`config.mk`:
```
export PLATFORM = sky130hd
export DESIGN_NAME = l3_mshr_ctrl_flat
export DESIGN_NICKNAME = d
export VERILOG_FILES = /design/src/rtl/l3_mshr_pkg.sv /design/src/rtl/l3_mshr_if.sv /design/src/rtl/l3_mshr_prio_enc.sv /design/src/rtl/l3_mshr_ctrl.sv /design/src/flat_wrapper.sv
export SDC_FILE = /design/constraint.sdc
export NUM_CORES = 2
export LEC_CHECK = 0
export ABC_AREA = 1
export BUFFER_PORTS_ARGS = -buffer_cell sky130_fd_sc_hd__buf_2
export CORE_ASPECT_RATIO = 1.2
export CORE_MARGIN = 1
export CORE_UTILIZATION = 50
export CTS_CLUSTER_DIAMETER = 60
export CTS_CLUSTER_SIZE = 24
export DETAILED_ROUTE_END_ITERATION = 8
export GPL_TIMING_DRIVEN = 0
export PLACE_DENSITY = 0.69
export SETUP_SLACK_MARGIN = 0.3
export SYNTH_ARGS = -nofsm -noshare
export SYNTH_HDL_FRONTEND = slang
export SYNTH_SLANG_ARGS = --single-unit
export TNS_END_PERCENT = 30
```
`constraint.sdc`:
```
create_clock -name clk -period 9.07 [get_ports clk]
set_clock_uncertainty 0.1 [all_clocks]
set_input_delay 1.814 -clock clk [delete_from_list [all_inputs] [get_ports clk]]
set_output_delay 1.814 -clock clk [all_outputs]
set_load 0.1 [all_outputs]
```
`src/rtl/l3_mshr_pkg.sv`:
```
// rtl/l3_mshr_pkg.sv - shared types and width helpers for the L3 MSHR controller
package l3_mshr_pkg;

    typedef enum logic [1:0] {
        ST_IDLE   = 2'd0,
        ST_ISSUE  = 2'd1,
        ST_WAIT   = 2'd2,
        ST_REPLAY = 2'd3
    } ent_state_e;

    function automatic int off_w(input int line_bytes);
        return $clog2(line_bytes);
    endfunction

    // Index width that never collapses to zero for single-element arrays
    function automatic int idx_w(input int n);
        return (n > 1) ? $clog2(n) : 1;
    endfunction

endpackage

```
`src/rtl/l3_mshr_if.sv`:
```
// rtl/l3_mshr_if.sv - request, refill, fill and replay handshakes plus status of the MSHR controller
interface l3_mshr_if
    import l3_mshr_pkg::*;
#(
    parameter int NUM_MSHR   = 16,
    parameter int ADDR_WIDTH = 32,
    parameter int LINE_BYTES = 64,
    parameter int ID_WIDTH   = 8
) ();
    localparam int OFF_W = off_w(LINE_BYTES);
    localparam int IDX_W = idx_w(NUM_MSHR);

    logic                    req_valid;
    logic                    req_ready;
    logic [ADDR_WIDTH-1:0]   req_addr;
    logic [ID_WIDTH-1:0]     req_id;
    logic                    req_write;
    logic                    miss_valid;
    logic                    miss_ready;
    logic [ADDR_WIDTH-OFF_W-1:0] miss_addr;
    logic [IDX_W-1:0]        miss_tag;
    logic                    fill_valid;
    logic                    fill_ready;
    logic [IDX_W-1:0]        fill_tag;
    logic                    rsp_valid;
    logic                    rsp_ready;
    logic [ID_WIDTH-1:0]     rsp_id;
    logic                    rsp_write;
    logic [OFF_W-1:0]        rsp_offset;
    logic                    full;
    logic [IDX_W:0]          busy_cnt;
    logic                    err;

    modport slave (
        input  req_valid, req_addr, req_id, req_write, miss_ready, fill_valid, fill_tag, rsp_ready,
        output req_ready, miss_valid, miss_addr, miss_tag, fill_ready,
               rsp_valid, rsp_id, rsp_write, rsp_offset, full, busy_cnt, err
    );

    modport master (
        output req_valid, req_addr, req_id, req_write, miss_ready, fill_valid, fill_tag, rsp_ready,
        input  req_ready, miss_valid, miss_addr, miss_tag, fill_ready,
               rsp_valid, rsp_id, rsp_write, rsp_offset, full, busy_cnt, err
    );

endinterface

```
`src/rtl/l3_mshr_prio_enc.sv`:
```
// rtl/l3_mshr_prio_enc.sv - lowest-index first-set encoder with any-bit
module l3_mshr_prio_enc
    import l3_mshr_pkg::*;
#(
    parameter int  N = 16,
    localparam int W = idx_w(N)
) (
    input  logic [N-1:0] vec,
    output logic [W-1:0] idx,
    output logic         any
);

    always_comb begin
        idx = '0;
        for (int i = N - 1; i >= 0; i--) begin
            if (vec[i]) idx = W'(i);
        end
    end

    assign any = |vec;

endmodule

```
`src/rtl/l3_mshr_ctrl.sv`:
```
// rtl/l3_mshr_ctrl.sv - multi-target L3 MSHR: merge misses per line, issue one refill, replay targets in order
module l3_mshr_ctrl
    import l3_mshr_pkg::*;
#(
    parameter int NUM_MSHR   = 16,
    parameter int NUM_TGT    = 4,
    parameter int ADDR_WIDTH = 32,
    parameter int LINE_BYTES = 64,
    parameter int ID_WIDTH   = 8
) (
    input logic      clk,
    input logic      rst_n,
    l3_mshr_if.slave bus
);
    localparam int OFF_W  = off_w(LINE_BYTES);
    localparam int IDX_W  = idx_w(NUM_MSHR);
    localparam int TGT_W  = idx_w(NUM_TGT);
    localparam int CNT_W  = $clog2(NUM_TGT + 1);
    localparam int LINE_W = ADDR_WIDTH - OFF_W;

    typedef struct packed {
        logic [ID_WIDTH-1:0] id;
        logic                write;
        logic [OFF_W-1:0]    offset;
    } tgt_t;

    ent_state_e        state_q [NUM_MSHR];
    ent_state_e        state_d [NUM_MSHR];
    logic [LINE_W-1:0] line_q  [NUM_MSHR];
    logic [CNT_W-1:0]  cnt_q   [NUM_MSHR];
    tgt_t              tgt_q   [NUM_MSHR][NUM_TGT];

    logic [LINE_W-1:0]   req_line;
    tgt_t                req_tgt;
    logic [NUM_MSHR-1:0] hit_vec, free_vec, issue_vec;
    logic [IDX_W-1:0]    match_idx, free_idx, issue_sel, miss_idx;
    logic                match_any, free_any, issue_any;
    logic                req_ready, req_fire, alloc, append;
    logic                miss_fire, fill_fire, fill_ok, rsp_fire, rsp_last, free_fire;
    logic                hold_q;
    logic [IDX_W-1:0]    hold_idx_q;
    logic                rp_active_q;
    logic [IDX_W-1:0]    rp_idx_q;
    logic [TGT_W-1:0]    rp_ptr_q;
    logic [IDX_W:0]      busy_q;
    logic                err_q;
    tgt_t                rsp_tgt;

    assign req_line = bus.req_addr[ADDR_WIDTH-1:OFF_W];
    assign req_tgt  = '{id: bus.req_id, write: bus.req_write, offset: bus.req_addr[OFF_W-1:0]};

    always_comb begin
        match_idx = '0;
        for (int i = 0; i < NUM_MSHR; i++) begin
            hit_vec[i]   = (state_q[i] != ST_IDLE) && (line_q[i] == req_line);
            free_vec[i]  = (state_q[i] == ST_IDLE);
            issue_vec[i] = (state_q[i] == ST_ISSUE);
            if (hit_vec[i]) match_idx = match_idx | IDX_W'(i);
        end
    end
    assign match_any = |hit_vec;

    l3_mshr_prio_enc #(.N(NUM_MSHR)) u_free_enc  (.vec(free_vec),  .idx(free_idx),  .any(free_any));
    l3_mshr_prio_enc #(.N(NUM_MSHR)) u_issue_enc (.vec(issue_vec), .idx(issue_sel), .any(issue_any));

    // A stalled refill keeps its entry even if a lower-index entry enters ISSUE meanwhile
    assign miss_idx       = hold_q ? hold_idx_q : issue_sel;
    assign bus.miss_valid = issue_any;
    assign bus.miss_tag   = issue_any ? miss_idx : '0;
    assign bus.miss_addr  = issue_any ? line_q[miss_idx] : '0;
    assign miss_fire      = issue_any && bus.miss_ready;

    assign bus.fill_ready = !rp_active_q;
    assign fill_fire      = bus.fill_valid && !rp_active_q;
    assign fill_ok        = fill_fire && (state_q[bus.fill_tag] == ST_WAIT);

    assign rsp_tgt        = tgt_q[rp_idx_q][rp_ptr_q];
    assign rsp_fire       = rp_active_q && bus.rsp_ready;
    assign rsp_last       = (CNT_W'(rp_ptr_q) + CNT_W'(1)) == cnt_q[rp_idx_q];
    assign free_fire      = rsp_fire && rsp_last;
    assign bus.rsp_valid  = rp_active_q;
    assign bus.rsp_id     = rp_active_q ? rsp_tgt.id     : '0;
    assign bus.rsp_write  = rp_active_q ? rsp_tgt.write  : 1'b0;
    assign bus.rsp_offset = rp_active_q ? rsp_tgt.offset : '0;

    // Merging into an entry whose fill lands this cycle would miss the replay snapshot
    always_comb begin
        if (match_any)
            req_ready = (state_q[match_idx] != ST_REPLAY) &&
                        (cnt_q[match_idx] != CNT_W'(NUM_TGT)) &&
                        !(fill_fire && (bus.fill_tag == match_idx));
        else
            req_ready = free_any;
    end
    assign bus.req_ready = req_ready;
    assign req_fire      = bus.req_valid && req_ready;
    assign alloc         = req_fire && !match_any;
    assign append        = req_fire && match_any;

    assign bus.full     = !free_any;
    assign bus.busy_cnt = busy_q;
    assign bus.err      = err_q;

    always_comb begin
        state_d = state_q;
        if (alloc)     state_d[free_idx]     = ST_ISSUE;
        if (miss_fire) state_d[miss_idx]     = ST_WAIT;
        if (fill_ok)   state_d[bus.fill_tag] = ST_REPLAY;
        if (free_fire) state_d[rp_idx_q]     = ST_IDLE;
    end

    always_ff @(posedge clk or negedge rst_n) begin
        if (!rst_n) begin
            for (int i = 0; i < NUM_MSHR; i++) begin
                state_q[i] <= ST_IDLE;
                cnt_q[i]   <= '0;
            end
            hold_q      <= 1'b0;
            hold_idx_q  <= '0;
            rp_active_q <= 1'b0;
            rp_idx_q    <= '0;
            rp_ptr_q    <= '0;
            busy_q      <= '0;
            err_q       <= 1'b0;
        end else begin
            state_q    <= state_d;
            hold_q     <= issue_any && !bus.miss_ready;
            hold_idx_q <= miss_idx;
            if (alloc)     cnt_q[free_idx]  <= CNT_W'(1);
            if (append)    cnt_q[match_idx] <= cnt_q[match_idx] + CNT_W'(1);
            if (free_fire) cnt_q[rp_idx_q]  <= '0;
            if (fill_fire && !fill_ok) err_q <= 1'b1;
            if (fill_ok) begin
                rp_active_q <= 1'b1;
                rp_idx_q    <= bus.fill_tag;
                rp_ptr_q    <= '0;
            end else if (rsp_fire) begin
                if (rsp_last) rp_active_q <= 1'b0;
                else          rp_ptr_q    <= rp_ptr_q + TGT_W'(1);
            end
            busy_q <= busy_q + (IDX_W + 1)'(alloc) - (IDX_W + 1)'(free_fire);
        end
    end

    always_ff @(posedge clk) begin
        if (alloc) begin
            line_q[free_idx]   <= req_line;
            tgt_q[free_idx][0] <= req_tgt;
        end
        if (append) tgt_q[match_idx][cnt_q[match_idx][TGT_W-1:0]] <= req_tgt;
    end

endmodule
```
`src/flat_wrapper.sv`:
```
// flat-port wrapper written by rule: the top's interface ports become plain ports
module l3_mshr_ctrl_flat import l3_mshr_pkg::*;
#(
    parameter int NUM_MSHR   = 16,
    parameter int NUM_TGT    = 4,
    parameter int ADDR_WIDTH = 32,
    parameter int LINE_BYTES = 64,
    parameter int ID_WIDTH   = 8
)
  (clk, rst_n, bus_req_valid, bus_req_addr, bus_req_id, bus_req_write, bus_miss_ready, bus_fill_valid, bus_fill_tag, bus_rsp_ready, bus_req_ready, bus_miss_valid, bus_miss_addr, bus_miss_tag, bus_fill_ready, bus_rsp_valid, bus_rsp_id, bus_rsp_write, bus_rsp_offset, bus_full, bus_busy_cnt, bus_err);
  l3_mshr_if #(.NUM_MSHR(NUM_MSHR), .ADDR_WIDTH(ADDR_WIDTH), .LINE_BYTES(LINE_BYTES), .ID_WIDTH(ID_WIDTH)) bus_i ();
  input logic clk;
  input logic rst_n;
  input wire logic [$bits(bus_i.req_valid)-1:0] bus_req_valid;
  input wire logic [$bits(bus_i.req_addr)-1:0] bus_req_addr;
  input wire logic [$bits(bus_i.req_id)-1:0] bus_req_id;
  input wire logic [$bits(bus_i.req_write)-1:0] bus_req_write;
  input wire logic [$bits(bus_i.miss_ready)-1:0] bus_miss_ready;
  input wire logic [$bits(bus_i.fill_valid)-1:0] bus_fill_valid;
  input wire logic [$bits(bus_i.fill_tag)-1:0] bus_fill_tag;
  input wire logic [$bits(bus_i.rsp_ready)-1:0] bus_rsp_ready;
  output wire logic [$bits(bus_i.req_ready)-1:0] bus_req_ready;
  output wire logic [$bits(bus_i.miss_valid)-1:0] bus_miss_valid;
  output wire logic [$bits(bus_i.miss_addr)-1:0] bus_miss_addr;
  output wire logic [$bits(bus_i.miss_tag)-1:0] bus_miss_tag;
  output wire logic [$bits(bus_i.fill_ready)-1:0] bus_fill_ready;
  output wire logic [$bits(bus_i.rsp_valid)-1:0] bus_rsp_valid;
  output wire logic [$bits(bus_i.rsp_id)-1:0] bus_rsp_id;
  output wire logic [$bits(bus_i.rsp_write)-1:0] bus_rsp_write;
  output wire logic [$bits(bus_i.rsp_offset)-1:0] bus_rsp_offset;
  output wire logic [$bits(bus_i.full)-1:0] bus_full;
  output wire logic [$bits(bus_i.busy_cnt)-1:0] bus_busy_cnt;
  output wire logic [$bits(bus_i.err)-1:0] bus_err;
  assign bus_i.req_valid = bus_req_valid;
  assign bus_i.req_addr = bus_req_addr;
  assign bus_i.req_id = bus_req_id;
  assign bus_i.req_write = bus_req_write;
  assign bus_i.miss_ready = bus_miss_ready;
  assign bus_i.fill_valid = bus_fill_valid;
  assign bus_i.fill_tag = bus_fill_tag;
  assign bus_i.rsp_ready = bus_rsp_ready;
  assign bus_req_ready = bus_i.req_ready;
  assign bus_miss_valid = bus_i.miss_valid;
  assign bus_miss_addr = bus_i.miss_addr;
  assign bus_miss_tag = bus_i.miss_tag;
  assign bus_fill_ready = bus_i.fill_ready;
  assign bus_rsp_valid = bus_i.rsp_valid;
  assign bus_rsp_id = bus_i.rsp_id;
  assign bus_rsp_write = bus_i.rsp_write;
  assign bus_rsp_offset = bus_i.rsp_offset;
  assign bus_full = bus_i.full;
  assign bus_busy_cnt = bus_i.busy_cnt;
  assign bus_err = bus_i.err;
  l3_mshr_ctrl #(.NUM_MSHR(NUM_MSHR), .NUM_TGT(NUM_TGT), .ADDR_WIDTH(ADDR_WIDTH), .LINE_BYTES(LINE_BYTES), .ID_WIDTH(ID_WIDTH)) u_core (.clk(clk), .rst_n(rst_n), .bus(bus_i));
endmodule
```
; ---- Word level (Yosys, flattened, before mapping)
; Memories as Yosys holds them, arrays and structs flattened.
; Index checks and enable logic that the tools add are counted.
[word_totals]
reg_bits = 98
mem_bits_rw = 1376
in_bits = 51
n_memories = 2
[memory_table]
columns = memory, words, width, rd, rd_clocked_by_memory_dff, wr, line
row1 = u_core.tgt_q, 16, 60, 1, 0, 1, l3_mshr_ctrl.sv:31  ; tgt_t tgt_q [NUM_MSHR][NUM_TGT];
row2 = u_core.line_q, 16, 26, 17, 0, 1, l3_mshr_ctrl.sv:29  ; logic [LINE_W-1:0] line_q [NUM_MSHR];
[op_classes]
add_sub_neg = 5
magnitude_cmp = 13
eq_ne = 38
mux = 106
n_bitwise = 21
n_reduce_logical = 81
[op_table]
columns = cell, n
row1 = $eq 26x26->1, 16
row2 = $mux 60, 3
row3 = $mux 4, 43
row4 = $mux 48, 3
row5 = $mux 32, 4
row6 = $and 32x32->32, 2
row7 = $not 32->32, 2
row8 = $reduce_or 60->1, 1
row9 = $and 48x48->48, 1
row10 = $bwmux 48, 1
row11 = $not 48->48, 1
row12 = $or 16x16->16, 3
row13 = $reduce_or 16->1, 3
row14 = $mux 15, 3
row15 = $demux 3 s4, 3
row16 = $reduce_bool 2->1, 18
row17 = $logic_and 1x1->1, 35
row18 = $mux 3, 11
row19 = $and 16x16->16, 2
row20 = $demux 2 s4, 4
row21 = $eq 2x1->1 const B, 16
row22 = $logic_not 2->1, 16
row23 = $not 16->16, 2
row24 = $or 32x32->32, 1
row25 = other kinds (28), 70

; ---- Depth between registers and ports, before layout
; An unclocked memory read counts as a cell.
[depth]
ltp_word = 35
depth_mapped = 35

; ---- By module
; From an unflattened synthesis, not the netlist that was laid out.
[unflattened]
cells_unflattened = 5767
hier_area_um2 = 65675.5
[by_module_without_submodules]
columns = mod, instances, cells_per_inst, area_per_inst_um2
row1 = l3_mshr_ctrl, 1, 5669, 65257.6
row2 = l3_mshr_prio_enc, 2, 49, 209.0

; ---- Least setup slack after synthesis
; OpenSTA, ideal clock, no wires.
[synth_path]
path_kind = input -> register
start = input port bus_req_addr[27]
end = memory u_core.tgt_q[11][0] (netlist name), enable pin
arrival_ps = 6804
t_required_ps = 8564
slack_ps = 1760
cell_stages = 30
path_buffers = 3
cell_sequence = buf_2 inv_2 buf_2 nand2_1 nand2_1 nor2_1 nand2_1 nor2_1 nand2_1 nor2_1 nor2_1 nand2_1 nor2_4 buf_2 nand2_1 o22ai_1 a221oi_1 o22ai_1 a211oi_1 inv_1 ha_1 nand3_1 nand3_1 nand2_2 o2111ai_2 nand2_2 nand2_1 nand2_2 nand2_2 nor3_1
[synth_via]
elab_chain_len = 31
elab_cells_between_ends = 76
cone_classes = order compare: 2 / eq/ne: 19 / mux: 28 / bitwise: 2 / reduce/logical: 25
[synth_lines]
columns = element, line
row1 = "start, declared", flat_wrapper.sv:15  ; input wire logic [$bits(bus_i.req_addr)-1:0] bus_req_addr;
row2 = $eq 26x26->1, l3_mshr_ctrl.sv:55  ; hit_vec[i] = (state_q[i] != ST_IDLE) && (line_q[i] == req_line);
row3 = $logic_and 1x1->1, l3_mshr_ctrl.sv:55
row4 = $mux 1, l3_mshr_ctrl.sv:58  ; if (hit_vec[i]) match_idx = match_idx | IDX_W'(i);
row5 = $mux 2 (2 in series), l3_mshr_ctrl.sv:58
row6 = $mux 3 (4 in series), l3_mshr_ctrl.sv:58
row7 = $mux 4 (8 in series), l3_mshr_ctrl.sv:58
row8 = $not 4->5 (implied by the code), "l3_mshr_ctrl.sv:89, l3_mshr_ctrl.sv:90"
row9 = $bmux 3 s4 or $bmux 2 s4 (tied branches), "l3_mshr_ctrl.sv:90, l3_mshr_ctrl.sv:89"
row10 = [... 5 more ...], -
row11 = $mux 1 *, l3_mshr_ctrl.sv:88  ; if (match_any)
row12 = via bus_req_ready, flat_wrapper.sv:22  ; output wire logic [$bits(bus_i.req_ready)-1:0] bus_req_ready;
row13 = $logic_and 1x1->1 *, l3_mshr_ctrl.sv:96  ; assign req_fire = bus.req_valid && req_ready;
row14 = $logic_and 1x1->1 *, l3_mshr_ctrl.sv:98  ; assign append = req_fire && match_any;
row15 = $mux 1 *, l3_mshr_ctrl.sv:150  ; if (append) tgt_q[match_idx][cnt_q[match_idx][TGT_W-1:0]] <= req_tgt;
row16 = $mux 60 (implied by the code) *, l3_mshr_ctrl.sv:150
row17 = $reduce_or 60->1 (no source line), -
row18 = $mux 4 (no source line) or $mux 60 (tied branches), -
row19 = "end, declared", l3_mshr_ctrl.sv:31
; The timed path passes the listed nets; every way through them passes the cells marked *. The select of a mux whose other input is x is not followed.

; ---- Worst setup path in the final report
[layout_path]
start = register u_core.state_q[4] (netlist name)
end = output port bus_miss_addr[16]
[layout_via]
elab_chain_len = 18
elab_cells_between_ends = 19
cone_classes = eq/ne: 1 / mux: 16 / reduce/logical: 1 / memory: 1
[layout_lines]
columns = element, line
row1 = "start, declared", l3_mshr_ctrl.sv:27  ; ent_state_e state_q [NUM_MSHR];
row2 = "start signal, assigned", l3_mshr_ctrl.sv:126  ; state_q <= state_d;
row3 = $eq 2x1->1, l3_mshr_ctrl.sv:57  ; issue_vec[i] = (state_q[i] == ST_ISSUE);
row4 = $mux 4 (14 in series), l3_mshr_prio_enc.sv:16  ; if (vec[i]) idx = W'(i);
row5 = $mux 4, l3_mshr_ctrl.sv:67  ; assign miss_idx = hold_q ? hold_idx_q : issue_sel;
row6 = via u_core.miss_idx[0], l3_mshr_ctrl.sv:36  ; logic [IDX_W-1:0] match_idx, free_idx, issue_sel, miss_idx;
row7 = $mem_v2 16x26, -
row8 = $mux 26, l3_mshr_ctrl.sv:70  ; assign bus.miss_addr = issue_any ? line_q[miss_idx] : '0;
row9 = "end, declared", flat_wrapper.sv:24  ; output wire logic [$bits(bus_i.miss_addr)-1:0] bus_miss_addr;
; The timed path passes the listed nets, and every way through them passes these cells.

==> summary.md <==
| Metric | Value |
|---|---|
| TNS Setup | 0 ns |
| IO Pins | 107 |
| 1st-pass router iterations | 7 |
| Height of the die | 405 um |
| Starting Density | 0.504 |
| Initial DRC count | 9446 |
| Fin. max-slew vios | 11 |
| RR Endpoint | u_core.tgt_q[14][26] |
| CP Capture Type | output port |
| Multi-input logic area | 0.0205 mm^2 |
| Root Buffer Master | clkbuf_16 |
| Final weighted congestion in routability-driven placement | 1.11 |
| Utilization after layout | 0.569 |
| YS warnings | 0 |
| Final hold violation count | 0 |
| GR met2 Demand/Resource | 0.745 |
| Worst skew pair latency | 0.81 ns |
| CP Class | reg -> out |
| Reg area | 0.0438 mm^2 |
| Total core area | 0.134 mm^2 |
| Nets | 6730 |
| Clock transition at path regs | 0.08 ns |
| Post-synth top area share | 0.612 |
| Flop2flop setup slack | 1.33 ns |
| Filler cells | 11500 |
| Data required, critical path | 7.16 ns |
| Via density | 6.66 |
| Routed Antenna Nets | 0 |
| DP Area | 0.0717 mm^2 |
| Final WL | 331 mm |
| Post-Synthesis Cell Area | 0.0675 mm^2 |
| Die width | 338 um |
| Routed len/inst | 38.7 um |
| Startpoint Class | flip-flop |
| Detail Placement HPWL | 236 mm |
| Failing checks | max-capacitance violations, max-slew violations |
| Hold_sp | u_core.bus.err |
| Most numerous cell in the Yosys netlist | nand2_1 |
| Power Total | 27.6 mW |
| Layout area overhead | 12.7% |
| Final-report setup violation count | 0 |
| WHS Path Cells | 1 |
| CTS Buffer Depth | 3 |
| Hold Crit Class | reg -> reg |
| Syn Area/Cell | 10.6 um^2 |
| Slew @ Worst Pin | 1.53 ns |
| Cell row count | 147 |
| GRT Total Usage | 0.482 |
| Share of cells above drive strength 1 | 0.0962 |
| CTS tree | built |
| Async set-reset flop share out of synthesis | 0.0665 |
| Total grt overflow | 0 |
| Dominant cell type by area after synthesis | edfxtp_1 |
| WP data arrival | 7.04 ns |
| Crit share post-route | 0.988 |
| Worst-path fanout max | 10 |
| Slew HR | -0.0222 |
| Fin area | 0.0761 mm^2 |
| H-tree levels | 3 |
| Initial antenna violation count | 22 |
| DRC Markers | 0 |
| Max-cap violation count | 2 |
| Pwr per Cell Area | 363 mW/mm^2 |
| Port-buffer cells | 106 |
| Setup repair after global routing missed its margin | yes |
| F_max | 112 MHz |
| Met1 Usage GRT | 0.534 |
| Status | finished, violations left |
| Post-CTS Hold Fix Bufs | 0 |
| Number of global-route vias before repair | 53300 |
| VDD IR max | 0.474 mV |
| Met3 GRT Util | 0.122 |
| Busiest grt layer | met2 |
| Global-route wire length before repair | 440 mm |
| Period minus WS final | 8.96 ns |
| Pleak | 28.2 nW |
| Mapped Nets | 6429 |
| Mapped Cells | 6367 |
| Count of different cell masters after synthesis | 57 |
| Most used DFF post-synth | edfxtp_1 |
| Via Count | 56900 |
| Area contributors post-synth | edfxtp_1 61%, nand2_1 8.2%, a22oi_1 5.4% |
| R2R cell count | 25 |
| Die area | 0.137 mm^2 |
| Most frequent cells after synthesis | 1481 x nand2_1, 1376 x edfxtp_1, 592 x nor2_1 |
| Seq cells post-synth | 1474 |
| Part of the Yosys area used for sequential elements | 0.648 |
| EDFF count, synth | 1376 |
| FF-to-FF Start | u_core.state_q[8] |
| Hold EP | u_core.bus.err |
| Total CTS buffers | 111 |
| Hold WS | 0.401 ns |
| Clock tree sinks | 1474 |
| Largest net degree at the start of global routing | 65 |
[metrics by stage]
stage	std cells	setup WS, ns
floorplan	6367	1.76
global placement	8261	-3.28
detailed placement	8332	-1.24
CTS	8536	0.335
global route	8543	0.240
finish	8552	0.112
[kinds of logic after synthesis]
logic type,Yosys count,synth area share
AOI/OAI and AO/OA,1333,0.127
xor gates and xnor gates,128,0.0166
adders and majority gates,11,0.00215
buffers and inverters,894,0.0524
DFF,1474,0.648
and+or+nand+nor,2527,0.154
[how the worst max path moves through the flow]
| stage | startpoint | endpoint | slack, ns | depth (start not counted) |
|---|---|---|---|---|
| global placement | bus_req_addr[31] | u_core.tgt_q[1][24] | -3.28 | 29 |
| finish | u_core.state_q[4] | bus_miss_addr[16] | 0.11 | 24 |
| floorplan | bus_req_addr[27] | u_core.tgt_q[11][0] | 1.76 | 30 |
| detailed placement | bus_req_addr[31] | u_core.tgt_q[3][25] | -1.24 | 28 |
| CTS | u_core.state_q[4] | bus_miss_addr[3] | 0.33 | 25 |
| global route | u_core.state_q[4] | bus_miss_addr[19] | 0.24 | 25 |
[area by class of cell]
cell class | instances | area share
inverter | 611 | 0.0306
clock buffer | 115 | 0.0367
tap | 1788 | 0.0294
antenna | 9 | 0.000296
clock inverter | 85 | 0.0142
sequential | 1474 | 0.575
timing repair buffer | 188 | 0.0256
buffer | 283 | 0.0185
multi-input combinational | 3999 | 0.270
[power breakdown]
part	internal [mW]	switching, mW	total [mW]
sequential	8.02	0.377	8.40
clock	2.52	2.86	5.38
combinational	2.47	11.4	13.8
[layer usage]
layer	share of wire	vias up	wire [um]
li1	-	23200	-
met1	0.32	27400	105000
met2	0.45	4864	148000
met3	0.11	1474	37400
met4	0.12	14	40800
met5	0.00033	-	110
[what timing repair did]
item                                    in CTS  in global routing
cloned                                       0                  0
endpoints found under the hold margin        0                  0
resized for setup                           96                 41
pin swaps                                    0                  1
endpoints found under the setup margin    1292                 22
buffers inserted                             4                  5
[registers in the layout, summed over array words and instances (netlist names)]
| signal | count |
|---|---|
| u_core.bus.rsp_valid | 1 |
| u_core.hold_idx_q | 4 |
| u_core.rp_idx_q | 4 |
| u_core.hold_q | 1 |
| u_core.rp_ptr_q | 2 |
| u_core.bus.busy_cnt | 5 |
| u_core.tgt_q | 960 |
| u_core.line_q | 416 |
| u_core.bus.err | 1 |
| u_core.state_q | 32 |
| u_core.cnt_q | 48 |
[cells in the final DEF (no fill, tap or decap), types with 43 or more instances in the layout]
cell type | netlist | routed
o22ai_1 | 193 | 192
nor3_1 | 59 | 43
buf_2 | 46 | 86
buf_4 | 26 | 71
nand2_1 | 1481 | 1477
xnor2_1 | 99 | 99
a22oi_1 | 485 | 485
clkbuf_1 | 166 | 167
nand4_1 | 66 | 66
clkbuf_16 | 0 | 111
nand3_1 | 203 | 203
o21ai_0 | 147 | 142
nor2_2 | 11 | 60
dfrtp_1 | 98 | 98
a21oi_1 | 339 | 339
inv_1 | 568 | 557
edfxtp_1 | 1376 | 1376
nor2_1 | 592 | 535
buf_6 | 4 | 57
[critical path, cell delays in order (launching register included)]
cell      delay (ns)
dfrtp_1         0.38
inv_1           0.09
nor2_1          0.20
a31oi_1         0.08
o21ai_0         0.17
nand2_1         0.07
nand2_1         0.06
nand2_1         0.05
nand2_1         0.05
nand2_1         0.05
nand2_1         0.05
nand2_1         0.05
nand2_1         0.05
nand2_1         0.06
nand2_1         0.06
nand3_1         0.07
o21ai_1         0.58
nor2_1          0.54
inv_1           0.19
clkbuf_1        0.73
o22ai_1         0.21
o21ai_0         0.94
nand3_1         0.34
a221oi_1        0.61
buf_2           0.54
Note: power is estimated with default switching activity, not from simulation.
